### src/rtl/example_syn_pkg.sv
// rtl/example_syn_pkg.sv - shared constants and types for the example_syn function unit
package example_syn_pkg;

  localparam int IDX_W = 3;
  localparam int TT_W = 2 ** IDX_W;

  // F = ~C & ~(A & B): minterms 000, 010, 100
  localparam logic [TT_W-1:0] TT_DEFAULT = 8'b0001_0101;

  typedef logic [IDX_W-1:0] idx_t;

endpackage

### src/rtl/example_syn_if.sv
// rtl/example_syn_if.sv - evaluation/coverage bus; lut_we/lut_data present only with EXAMPLE_SYN_LUT_EN
interface example_syn_if #(
  parameter int CNT_W = 8
);

  logic             in_valid;
  logic             a;
  logic             b;
  logic             c;
  logic             cov_clr;
  logic             f;
  logic             out_valid;
  logic [7:0]       cov;
  logic [CNT_W-1:0] eval_cnt;

`ifdef EXAMPLE_SYN_LUT_EN
  logic             lut_we;
  logic [7:0]       lut_data;

  modport master (
    output in_valid, a, b, c, cov_clr, lut_we, lut_data,
    input  f, out_valid, cov, eval_cnt
  );

  modport slave (
    input  in_valid, a, b, c, cov_clr, lut_we, lut_data,
    output f, out_valid, cov, eval_cnt
  );
`else
  modport master (
    output in_valid, a, b, c, cov_clr,
    input  f, out_valid, cov, eval_cnt
  );

  modport slave (
    input  in_valid, a, b, c, cov_clr,
    output f, out_valid, cov, eval_cnt
  );
`endif

endinterface

### src/rtl/example_syn_lut.sv
// rtl/example_syn_lut.sv - combinational 8:1 truth-table lookup
module example_syn_lut
  import example_syn_pkg::*;
(
  input  idx_t            idx,
  input  logic [TT_W-1:0] tt,
  output logic            f
);

  assign f = tt[idx];

endmodule

### src/rtl/example_syn_core.sv
// rtl/example_syn_core.sv - 2-stage registered Boolean function unit with coverage; EXAMPLE_SYN_LUT_EN adds a loadable table
module example_syn_core #(
  parameter logic [7:0] TT_DEFAULT = example_syn_pkg::TT_DEFAULT,
  parameter int         CNT_W      = 8
) (
  input  logic          clk,
  input  logic          rst_n,
  example_syn_if.slave  bus
);

  import example_syn_pkg::*;

  idx_t             s1_idx;
  logic             s1_vld;
  logic [TT_W-1:0]  tt;
  logic             lut_f;
  logic             f_q;
  logic             ov_q;
  logic [TT_W-1:0]  cov_q;
  logic [CNT_W-1:0] cnt_q;

`ifdef EXAMPLE_SYN_LUT_EN
  // Stage 2 reads tt before this edge's load lands, so a coinciding evaluation sees the old table
  always_ff @(posedge clk) begin
    if (!rst_n) begin
      tt <= TT_DEFAULT;
    end else if (bus.lut_we) begin
      tt <= bus.lut_data;
    end
  end
`else
  assign tt = TT_DEFAULT;
`endif

  example_syn_lut u_lut (
    .idx (s1_idx),
    .tt  (tt),
    .f   (lut_f)
  );

  always_ff @(posedge clk) begin
    if (!rst_n) begin
      s1_vld <= 1'b0;
      s1_idx <= '0;
    end else begin
      s1_vld <= bus.in_valid;
      if (bus.in_valid) begin
        s1_idx <= {bus.a, bus.b, bus.c};
      end
    end
  end

  always_ff @(posedge clk) begin
    if (!rst_n) begin
      f_q  <= 1'b0;
      ov_q <= 1'b0;
    end else begin
      ov_q <= s1_vld;
      if (s1_vld) begin
        f_q <= lut_f;
      end
    end
  end

  // Clear takes priority over an evaluation retiring in the same cycle
  always_ff @(posedge clk) begin
    if (!rst_n) begin
      cov_q <= '0;
      cnt_q <= '0;
    end else if (bus.cov_clr) begin
      cov_q <= '0;
      cnt_q <= '0;
    end else if (s1_vld) begin
      cov_q[s1_idx] <= 1'b1;
      if (cnt_q != {CNT_W{1'b1}}) begin
        cnt_q <= cnt_q + CNT_W'(1);
      end
    end
  end

  assign bus.f         = f_q;
  assign bus.out_valid = ov_q;
  assign bus.cov       = cov_q;
  assign bus.eval_cnt  = cnt_q;

endmodule

### src/flat_wrapper.sv
// flat-port wrapper written by rule: the top's interface ports become plain ports
module example_syn_core_flat import example_syn_pkg::*;
#(
  parameter logic [7:0] TT_DEFAULT = example_syn_pkg::TT_DEFAULT,
  parameter int         CNT_W      = 8
)
  (clk, rst_n, bus_in_valid, bus_a, bus_b, bus_c, bus_cov_clr, bus_f, bus_out_valid, bus_cov, bus_eval_cnt);
  example_syn_if #(.CNT_W(CNT_W)) bus_i ();
  input  logic clk;
  input  logic rst_n;
  input wire logic [$bits(bus_i.in_valid)-1:0] bus_in_valid;
  input wire logic [$bits(bus_i.a)-1:0] bus_a;
  input wire logic [$bits(bus_i.b)-1:0] bus_b;
  input wire logic [$bits(bus_i.c)-1:0] bus_c;
  input wire logic [$bits(bus_i.cov_clr)-1:0] bus_cov_clr;
  output wire logic [$bits(bus_i.f)-1:0] bus_f;
  output wire logic [$bits(bus_i.out_valid)-1:0] bus_out_valid;
  output wire logic [$bits(bus_i.cov)-1:0] bus_cov;
  output wire logic [$bits(bus_i.eval_cnt)-1:0] bus_eval_cnt;
  assign bus_i.in_valid = bus_in_valid;
  assign bus_i.a = bus_a;
  assign bus_i.b = bus_b;
  assign bus_i.c = bus_c;
  assign bus_i.cov_clr = bus_cov_clr;
  assign bus_f = bus_i.f;
  assign bus_out_valid = bus_i.out_valid;
  assign bus_cov = bus_i.cov;
  assign bus_eval_cnt = bus_i.eval_cnt;
  example_syn_core #(.TT_DEFAULT(TT_DEFAULT), .CNT_W(CNT_W)) u_core (.clk(clk), .rst_n(rst_n), .bus(bus_i));
endmodule
### config.mk
export PLATFORM = sky130hd
export DESIGN_NAME = example_syn_core_flat
export DESIGN_NICKNAME = d
export VERILOG_FILES = /design/src/rtl/example_syn_pkg.sv /design/src/rtl/example_syn_if.sv /design/src/rtl/example_syn_lut.sv /design/src/rtl/example_syn_core.sv /design/src/flat_wrapper.sv
export SDC_FILE = /design/constraint.sdc
export NUM_CORES = 1
export LEC_CHECK = 0
export ABC_AREA = 1
export BUFFER_PORTS_ARGS = -buffer_cell sky130_fd_sc_hd__clkbuf_2
export CORE_UTILIZATION = 29
export DETAILED_ROUTE_END_ITERATION = 8
export PLACE_DENSITY = 0.53
export SKIP_CTS_REPAIR_TIMING = 1
export SLEW_MARGIN = 5
export SYNTH_ARGS = -nofsm -noshare
export SYNTH_HDL_FRONTEND = slang
export SYNTH_HIERARCHICAL = 1
export SYNTH_SLANG_ARGS = --single-unit
### constraint.sdc
create_clock -name clk -period 1.9 [get_ports clk]
set_input_delay 0.19 -clock clk [delete_from_list [all_inputs] [get_ports clk]]
set_output_delay 0.19 -clock clk [all_outputs]
set_load 0.02 [all_outputs]
# Word-level counts from Yosys, hierarchy flattened
# Memories as Yosys holds them, arrays and structs flattened. A register that Yosys moved wholly into a read port is not among the register bits.
# Index checks and enable logic that the tools add are counted.
[classes] add_sub_neg=1 n_lt_le_gt_ge=2 n_eq_ne=1 mux=2 bitwise=2 reduce_logical=4
[op_table] cell="adder 8 x 1 -> 8 bit, second input constant" n=1
[op_table] cell="!= test 8 bit, second input constant" n=1
[op_table] cell="bitwise OR 8 bit" n=1
[op_table] cell="less-than comparator 3 x 4 -> 1 bit, second input constant" n=1
[op_table] cell="demux 1 bit (select 3 bit)" n=1
[op_table] cell=">= comparator 3 x 1 -> 1 bit, second input constant" n=1
[op_table] cell="AND reduction 2 bit" n=1
[op_table] cell="OR reduction 2 bit" n=1
[op_table] cell="logical AND 1 bit" n=1
[op_table] cell="logical NOT 1 bit" n=1
[op_table] cell="2-to-1 mux 1 bit" n=1
[op_table] cell="NOT 1 bit" n=1
[word_totals] reg_bits=21 romBits=8 in_bits=7 out_inout_bits=18 word_cells=18 mem_count=1
[memory_table] memory="(no name shown)" depth=8 width=1 read_ports=1 rd_ports_with_merged_regs=1 write_ports=0 line="example_syn_lut.sv:10" rtl="assign f = tt[idx];"

# Longest topological paths before layout
# Gate-level depths: netlist (run 1).
[depth] word_depth=5 ltp_mapped=8 depth_no_buf=8

# By module
# The synthesis (run 1) kept the hierarchy.
[by_module_without_submodules] mod="example_syn_core" n_inst=1 cells_per_inst=125 area_each_um2=910.9 seq_area_each_um2=440.4
[by_module_without_submodules] mod="example_syn_lut" n_inst=1 cells_per_inst=28 area_each_um2=110.1 seq_area_each_um2=0.0

# Worst setup path before layout (run 1)
# Ideal clock, no wire load.
[synth_path] kind="reg-to-reg" start="reg u_core.cnt_q[0] (netlist: u_core/bus.eval_cnt[0])" end="reg u_core.cnt_q[5] (netlist: u_core/bus.eval_cnt[5])" setup_ns=0.115 arrival_ns=1.211 required_ns=1.785 path_slack_ns=0.574 path_stages_with_launch=7 n_path_buf=0 synth_period_minus_slack_ns=1.326 path_cell_list="dfxtp_1 -> ha_1 -> nand2_1 -> nor2_1 -> nand2_4 -> a21oi_1 -> nor2_1"
[synth_via] elab_chain_len=2 elab_cells_between_ends=3 cone_classes="add/sub: 1; eq/ne: 1; reduce/logical: 1"
[synth_rtl] item="from (decl)" line="example_syn_core.sv:20" rtl="logic [CNT_W-1:0] cnt_q;"
[synth_rtl] item="from (signal assigned)" line="example_syn_core.sv:76" rtl="cnt_q <= cnt_q + CNT_W'(1);"
[synth_rtl] item="branches (longest 2 deep; another with adder 8 x 1 -> 8 bit)"
# Several ways; the timed one is not identified.
# A chain may end at the register's enable or synchronous reset.

# Final worst setup path (run 1)
# Ends and elaborated chain as after synthesis.

==> summary.md, run 1 <==
| Metric | Value |
|---|---|
| Worst-path clk slew | `130 ps` |
| Die width | `61.3 um` |
| Largest net degree at the start of global routing | `14` |
| Area growth syn-to-layout | `25.0%` |
| Die height | `61.3 um` |
| Leakage power | `0.658 nW` |
| Seq/Total Area, Yosys | `0.431` |
| # diodes | `0` |
| Worst stage delay on the critical path | `410 ps` |
| Crit share post-route | `0.670` |
| Worst vdd ir | `0.000338 V` |
| Most used cell, CP | `nor2_1` |
| I/O pins | `25` |
| Synth unique cells | `19` |
| Clock Path Buffers | `2` |
| CP required | `2110 ps` |
| Outcome | `completed` |
| Vias/cell | `4.05` |
| Hold Path Class | `in -> reg` |
| Number of port buffers | `24` |
| Avg Cell Area, Syn | `6.67 um^2` |
| First-pass GRT wire length | `3450 um` |
| WL final | `2090 um` |
| Total of max-cap violations | `0` |
| Most common cell after layout, fill and taps aside | `nand2_1` |
| Cells after Synth | `153` |
| Crit-path max FO | `10` |
| Yosys Warn Count | `6` |
| Row cnt | `21` |
| Fin Hold WS | `96.7 ps` |
| Sequential share of power | `0.525` |
| Crit path cell chain | `ha_1 -> nand2_1 -> nor2_1 -> nand2_4 -> a21oi_1 -> nor2_1` |
| Worst setup margin | `627 ps` |
| Root buffer cell | `clkbuf_4` |
| Crit path DAT | `1480 ps` |
| DRT antenna net count | `0` |
| R2R depth | `6` |
| Critical Path Sink Type | `flop` |
| Yosys reg bits | `22` |
| Wire per inst | `8.96 um` |
| Logic pwr share | `0.088` |
| Clk network pwr share | `0.387` |
| Switching share of power | `0.226` |
| Main area contributors after synthesis | `dfxtp_1, nand2_1, nor2_1, inv_1, a21oi_1` |
| Initial Utilization | `0.304` |
| Inserted Clock Buffers | `3` |
| Pwr per Cell Area | `723 nW/um^2` |
| Clk_skew | `5.45 ps` |
| Detailed-router iteration count before antenna repair | `4` |
| Period minus WS final | `1270 ps` |
| Clock sink count | `22` |
| Hold depth | `3` |
| Total number of vias | `944` |
| Fraction of layout cells with a size suffix above 1 | `0.203` |
| Final core occ | `0.379` |
| Nets@finish | `196` |
| CP Launch Type | `flop` |
| Kind of critical path | `reg -> reg` |
| Total grt overflow | `0` |
| Dpl ws | `632 ps` |
| RSZ-0062 raised after global routing | `no` |
| Area of the die | `3760 um^2` |
| Vias in the first global route | `842` |
| Detailed Place HPWL | `1630 um` |
| Core ar. | `3360 um^2` |
| 1st-iter DRT viols | `29` |
| Slew Viols, Final | `0` |
| Int Pwr | `0.000714 W` |
| Final setup viols | `0` |
| CTS tree | `built` |
| Setup total negative slack | `0 ps` |
| Leading area contributor after synthesis | `dfxtp_1` |
| Commonest cells after routing, fill and taps aside | `nand2_1, nor2_1, inv_1, clkbuf_2, dfxtp_1` |
| Clk Latency, worst-skew pair | `310 ps` |
| CTS H-tree depth | `1` |
| F_max | `785 MHz` |
| P_sw | `0.000208 W` |
| Total Routing Usage GR | `0.124` |
| # DRC | `0` |
| Final hold violation count | `0` |
| Top cell type's share of synthesized area | `0.431` |
| Slowest cell on crit path | `dfxtp_1` |
| Mapped Area | `1020 um^2` |
| Initial antenna violation count | `0` |
| Gpl congestion | `0.732` |
==> kinds of logic (layout without fill, tap and decap cells) <==
family | count (synthesis) | in the layout | share of synthesized area
buffers and inverters | 29 | 57 | 0.108
flip-flops | 22 | 22 | 0.431
AND/OR/NAND/NOR | 78 | 78 | 0.332
adder cells (fa/ha/maj) | 1 | 1 | 0.0123
other | 2 | 8 | 0.00736
AO/OA/AOI/OAI | 21 | 21 | 0.109
==> power groups by stage <==
| stage | logic, W | registers, W | clock network (W) |
|---|---|---|---|
| after detailed placement | 0.0000809 | 0.000495 | 0 |
| after floorplan | 0.0000512 | 0.000497 | 0 |
| after global routing | 0.0000951 | 0.000486 | 0.000390 |
| final | 0.0000810 | 0.000484 | 0.000357 |
| after CTS | 0.0000812 | 0.000484 | 0.000367 |
| after global placement | 0.0000794 | 0.000494 | 0 |
==> per-layer routing <==
layer  GRT usage  part of all wire  up-vias
li1            -                 -      526
met1       0.163              0.49      405
met2       0.199              0.48       11
met3      0.0147             0.025        2
met4      0.0667             0.012        0
met5           0                 0        -
==> per-stage QoR <==
step                      area (um^2)  cells  total power (W)
after floorplan                  1040    159         0.000548
after global placement           1220    229         0.000574
after detailed placement         1220    229         0.000575
after CTS                        1280    233         0.000932
after global routing             1280    233         0.000972
final                            1280    233         0.000922
==> area by class of cell <==
| class | count | area, um^2 |
|---|---|---|
| Timing Repair Buffer | 25 | 128 |
| Inverter | 28 | 105 |
| Multi-Input combinational cell | 108 | 493 |
| Clock inverter | 1 | 30.0 |
| Clock buffer | 3 | 22.5 |
| Fill cell | 386 | 2090 |
| Sequential cell | 22 | 440 |
| Tap cell | 46 | 57.6 |
==> critical path: cells and delay by family, from the launching register on <==
kind	cells	cell delay [ps]
and+or+nand+nor	4	430
AOI/OAI and AO/OA	1	160
adders and majority gates	1	190
DFF	1	410
==> worst paths after layout <==
kind / start / endpoint / slack (ps)
max: u_core/bus.eval_cnt[0] / u_core/bus.eval_cnt[5] / 630
min: bus_in_valid / u_core/s1_vld / 100
max reg2reg: u_core/bus.eval_cnt[0] / u_core/bus.eval_cnt[5] / 630
min reg2reg: u_core/bus.cov[4] / u_core/bus.cov[4] / 480
==> registers in the layout (all words and copies together), names as in the netlist <==
register / count
u_core/bus.f: 1
u_core/bus.out_valid: 1
u_core/s1_idx: 3
u_core/bus.eval_cnt: 8
u_core/bus.cov: 8
u_core/s1_vld: 1
==> cells in the mapped netlist, drive strengths merged <==
master	instances
o21ai	5
buf	1
nand3	10
conb	2
nor2	30
nand4	1
inv	28
a21oi	15
dfxtp	22
o21bai	1
ha	1
nor3	1
nand2	36
No activity file was read; power rests on OpenSTA's default activity.
==> run 2: changes to the inputs <==
==> constraint.sdc (replaced) <==
create_clock -name clk -period 1.2 [get_ports clk]
set_input_delay 0.12 -clock clk [delete_from_list [all_inputs] [get_ports clk]]
set_output_delay 0.12 -clock clk [all_outputs]
set_load 0.02 [all_outputs]
==> run 2 against run 1 <==
  * Largest power group unchanged
  * The run now ends with setup timing left
  * Worst setup slack got worse by 630 ps
  * Critical path type is now reg -> out
  * Global-route usage decreased by 0.21 points
  * Utilization increased by 3.3 points
  * First-iteration DRC count decreased by 6.9%
  * Sequential power increased by 58%
==> summary.md, run 2 (synthesized netlist as in run 1, its figures left out) <==
| Metric | Value |
|---|---|
| Critical Path Sink Type | `primary output` |
| Int Pwr | `0.00114 W (+59%)` |
| WL final | `2250 um (+7.6%)` |
| RSZ-0062 raised after global routing | `yes` |
| Final hold violation count | `0 (unchanged)` |
| I/O pins | `25 (unchanged)` |
| Kind of critical path | `reg -> out` |
| Most common cell after layout, fill and taps aside | `nand2_1` |
| # DRC | `0 (unchanged)` |
| Clock sink count | `22 (unchanged)` |
| CTS H-tree depth | `1 (unchanged)` |
| Placed insts | `231 (+0.87%)` |
| CP Launch Type | `flop` |
| DR WL met3 | `83 um (+57%)` |
| Hold depth | `3 (unchanged)` |
| Detailed Place HPWL | `1640 um (+0.32%)` |
| Root buffer cell | `clkbuf_4` |
| Design area | `1390 um^2 (+8.8%)` |
| Area of the multi-input gates | `551 um^2 (+12%)` |
| Met2 WL | `1070 um (+7.6%)` |
| Clk network pwr share | `0.383 (-0.004)` |
| Power, Total | `0.00147 W (+59%)` |
| CTS tree | `built` |
| F_max | `832 MHz` |
| Gpl congestion | `0.698 (-4.6%)` |
| DR top layer | `met4` |
| # diodes | `0 (unchanged)` |
| Pwr per Cell Area | `1060 nW/um^2 (+46%)` |
| Switching share of power | `0.225 (-0.000756)` |
| Wire per inst | `9.35 um (+4.4%)` |
| R2R Setup Slk | `30 ps (-600 ps)` |
| Period minus WS final | `1200 ps` |
| Worst-path clk slew | `120 ps (about the same)` |
| Detailed-router iteration count before antenna repair | `4 (unchanged)` |
| Inserted Clock Buffers | `3 (unchanged)` |
| Final core occ | `0.413 (+0.0335)` |
| Total number of vias | `1,021 (+8.2%)` |
| First-pass GRT wire length | `3430 um (-0.61%)` |
| Violated checks | `setup timing` |
| CP required | `1080 ps (-1030 ps)` |
| Core ar. | `3360 um^2 (unchanged)` |
| Vias/cell | `4.25 (+5.0%)` |
| R2R depth | `6 (unchanged)` |
| Dpl ws | `17.7 ps (-614 ps)` |
| Slew Viols, Final | `0 (unchanged)` |
| P_sw | `0.000330 W (+59%)` |
| Outcome | `finished with violations` |
| Area growth syn-to-layout | `36.0%` |
| Leakage power | `0.709 nW (+7.7%)` |
| Crit-path max FO | `3 (-7)` |
| Post-DP Area | `1240 um^2 (+1.6%)` |
| Metal-1 WL | `1060 um (+4.7%)` |
| Initial antenna violation count | `0 (unchanged)` |
| Clock Path Buffers | `2 (unchanged)` |
| Area of the die | `3760 um^2 (unchanged)` |
| Total Routing Usage GR | `0.122 (-0.00214)` |
| Sequential share of power | `0.522 (-0.003)` |
| Die height | `61.3 um (unchanged)` |
| Fraction of layout cells with a size suffix above 1 | `0.309 (+0.106)` |
| Die width | `61.3 um (unchanged)` |
| Crit share post-route | `1.00` |
| Worst setup margin | `-1.78 ps (-629 ps)` |
| Logic pwr share | `0.095 (+0.007)` |
| Fillers | `389 (+0.78%)` |
| Initial Utilization | `0.304 (unchanged)` |
| Row cnt | `21 (unchanged)` |
| Clk_skew | `2.26 ps (-3.18 ps)` |
| DRT antenna net count | `0 (unchanged)` |
| Hold Path Class | `in -> reg` |
| Worst vdd ir | `0.000467 V (+38%)` |
| Min-delay src | `bus_in_valid` |
| Total grt overflow | `0 (unchanged)` |
| Crit path DAT | `1080 ps (-400 ps)` |
| Nets@finish | `203 (+3.6%)` |
| Register area | `450 um^2 (+2.3%)` |
| Largest net degree at the start of global routing | `14 (unchanged)` |
| Commonest cells after routing, fill and taps aside | `nand2_1, nor2_1, clkbuf_2, inv_1, dfxtp_1` |
| Number of port buffers | `24 (unchanged)` |
| Final setup viols | `1 (+1)` |
| 1st-iter DRT viols | `27 (-6.9%)` |
| Hold endpoint | `u_core/s1_vld` |
| Vias in the first global route | `846 (+0.48%)` |
| Finished Layout Cells | `240 (+3.0%)` |
| Total of max-cap violations | `0 (unchanged)` |
| R2R Path End | `u_core/bus.eval_cnt[1]` |
| Clk Latency, worst-skew pair | `300 ps (about the same)` |
| FF-to-FF Start | `u_core/bus.eval_cnt[0]` |
## run 2: changes by cell type in the layout (fill, tap and decap cells not counted), moves of 2 or more
cell and delta:
nand2_2 +2, a21oi_2 +3, dfxtp_1 -6, buf_4 +6, nand2_1 -2, nor2_1 -2
dfxtp_2 +5, a21oi_1 -3
## run 2: layer usage
metal	vias to the layer above	track usage
li1	541	-
met1	447	0.153
met2	29	0.214
met3	4	0.0126
met4	0	0.0476
met5	-	0
## run 2: worst max path at each step
stage / endpoint / depth (start not counted) / slack (ps) / from
after global placement: u_core/bus.eval_cnt[2] / 6 / 80 / u_core/bus.eval_cnt[0]
after CTS: u_core/bus.eval_cnt[5] / 6 / -2 / u_core/bus.eval_cnt[0]
after global routing: bus_eval_cnt[0] / 3 / -40 / u_core/bus.eval_cnt[0]
after floorplan: u_core/bus.eval_cnt[5] / 6 / 20 / u_core/bus.eval_cnt[0]
after detailed placement: u_core/bus.eval_cnt[5] / 6 / 20 / u_core/bus.eval_cnt[0]
final: bus_eval_cnt[0] / 3 / -2 / u_core/bus.eval_cnt[0]
## run 2: power by group through the flow
| stage | combinational, W | sequential (W) | clock, W |
|---|---|---|---|
| 2_1_floorplan | 0.0000811 | 0.000788 | 0 |
| 3_3_place_gp | 0.000128 | 0.000783 | 0 |
| 3_5_place_dp | 0.000129 | 0.000783 | 0 |
| 4_1_cts | 0.000130 | 0.000767 | 0.000585 |
| 5_1_grt | 0.000160 | 0.000769 | 0.000620 |
| 6_report | 0.000139 | 0.000765 | 0.000562 |
## run 2: final cells by class
class | count | share of cell area
clock inverters | 1 | 0.0216
repair buffers | 31 | 0.124
well taps | 46 | 0.0414
multi-input cells | 109 | 0.396
flip-flops and latches | 22 | 0.324
clock buffers | 3 | 0.0162
inverters | 28 | 0.0757
## run 2: per-stage QoR
stage / hold slack (ps) / setup TNS [ps]
final: 32.7 / -1.78
after global routing: 18.2 / -118
after CTS: 19.6 / -1.72
after detailed placement: 354 / 0
after global placement: 345 / 0
after floorplan: 213 / 0
## run 2: critical path: stages, from the launching register on
cell	delay, ps
dfxtp_4	380
buf_4	130
buf_4	120
clkbuf_2	140
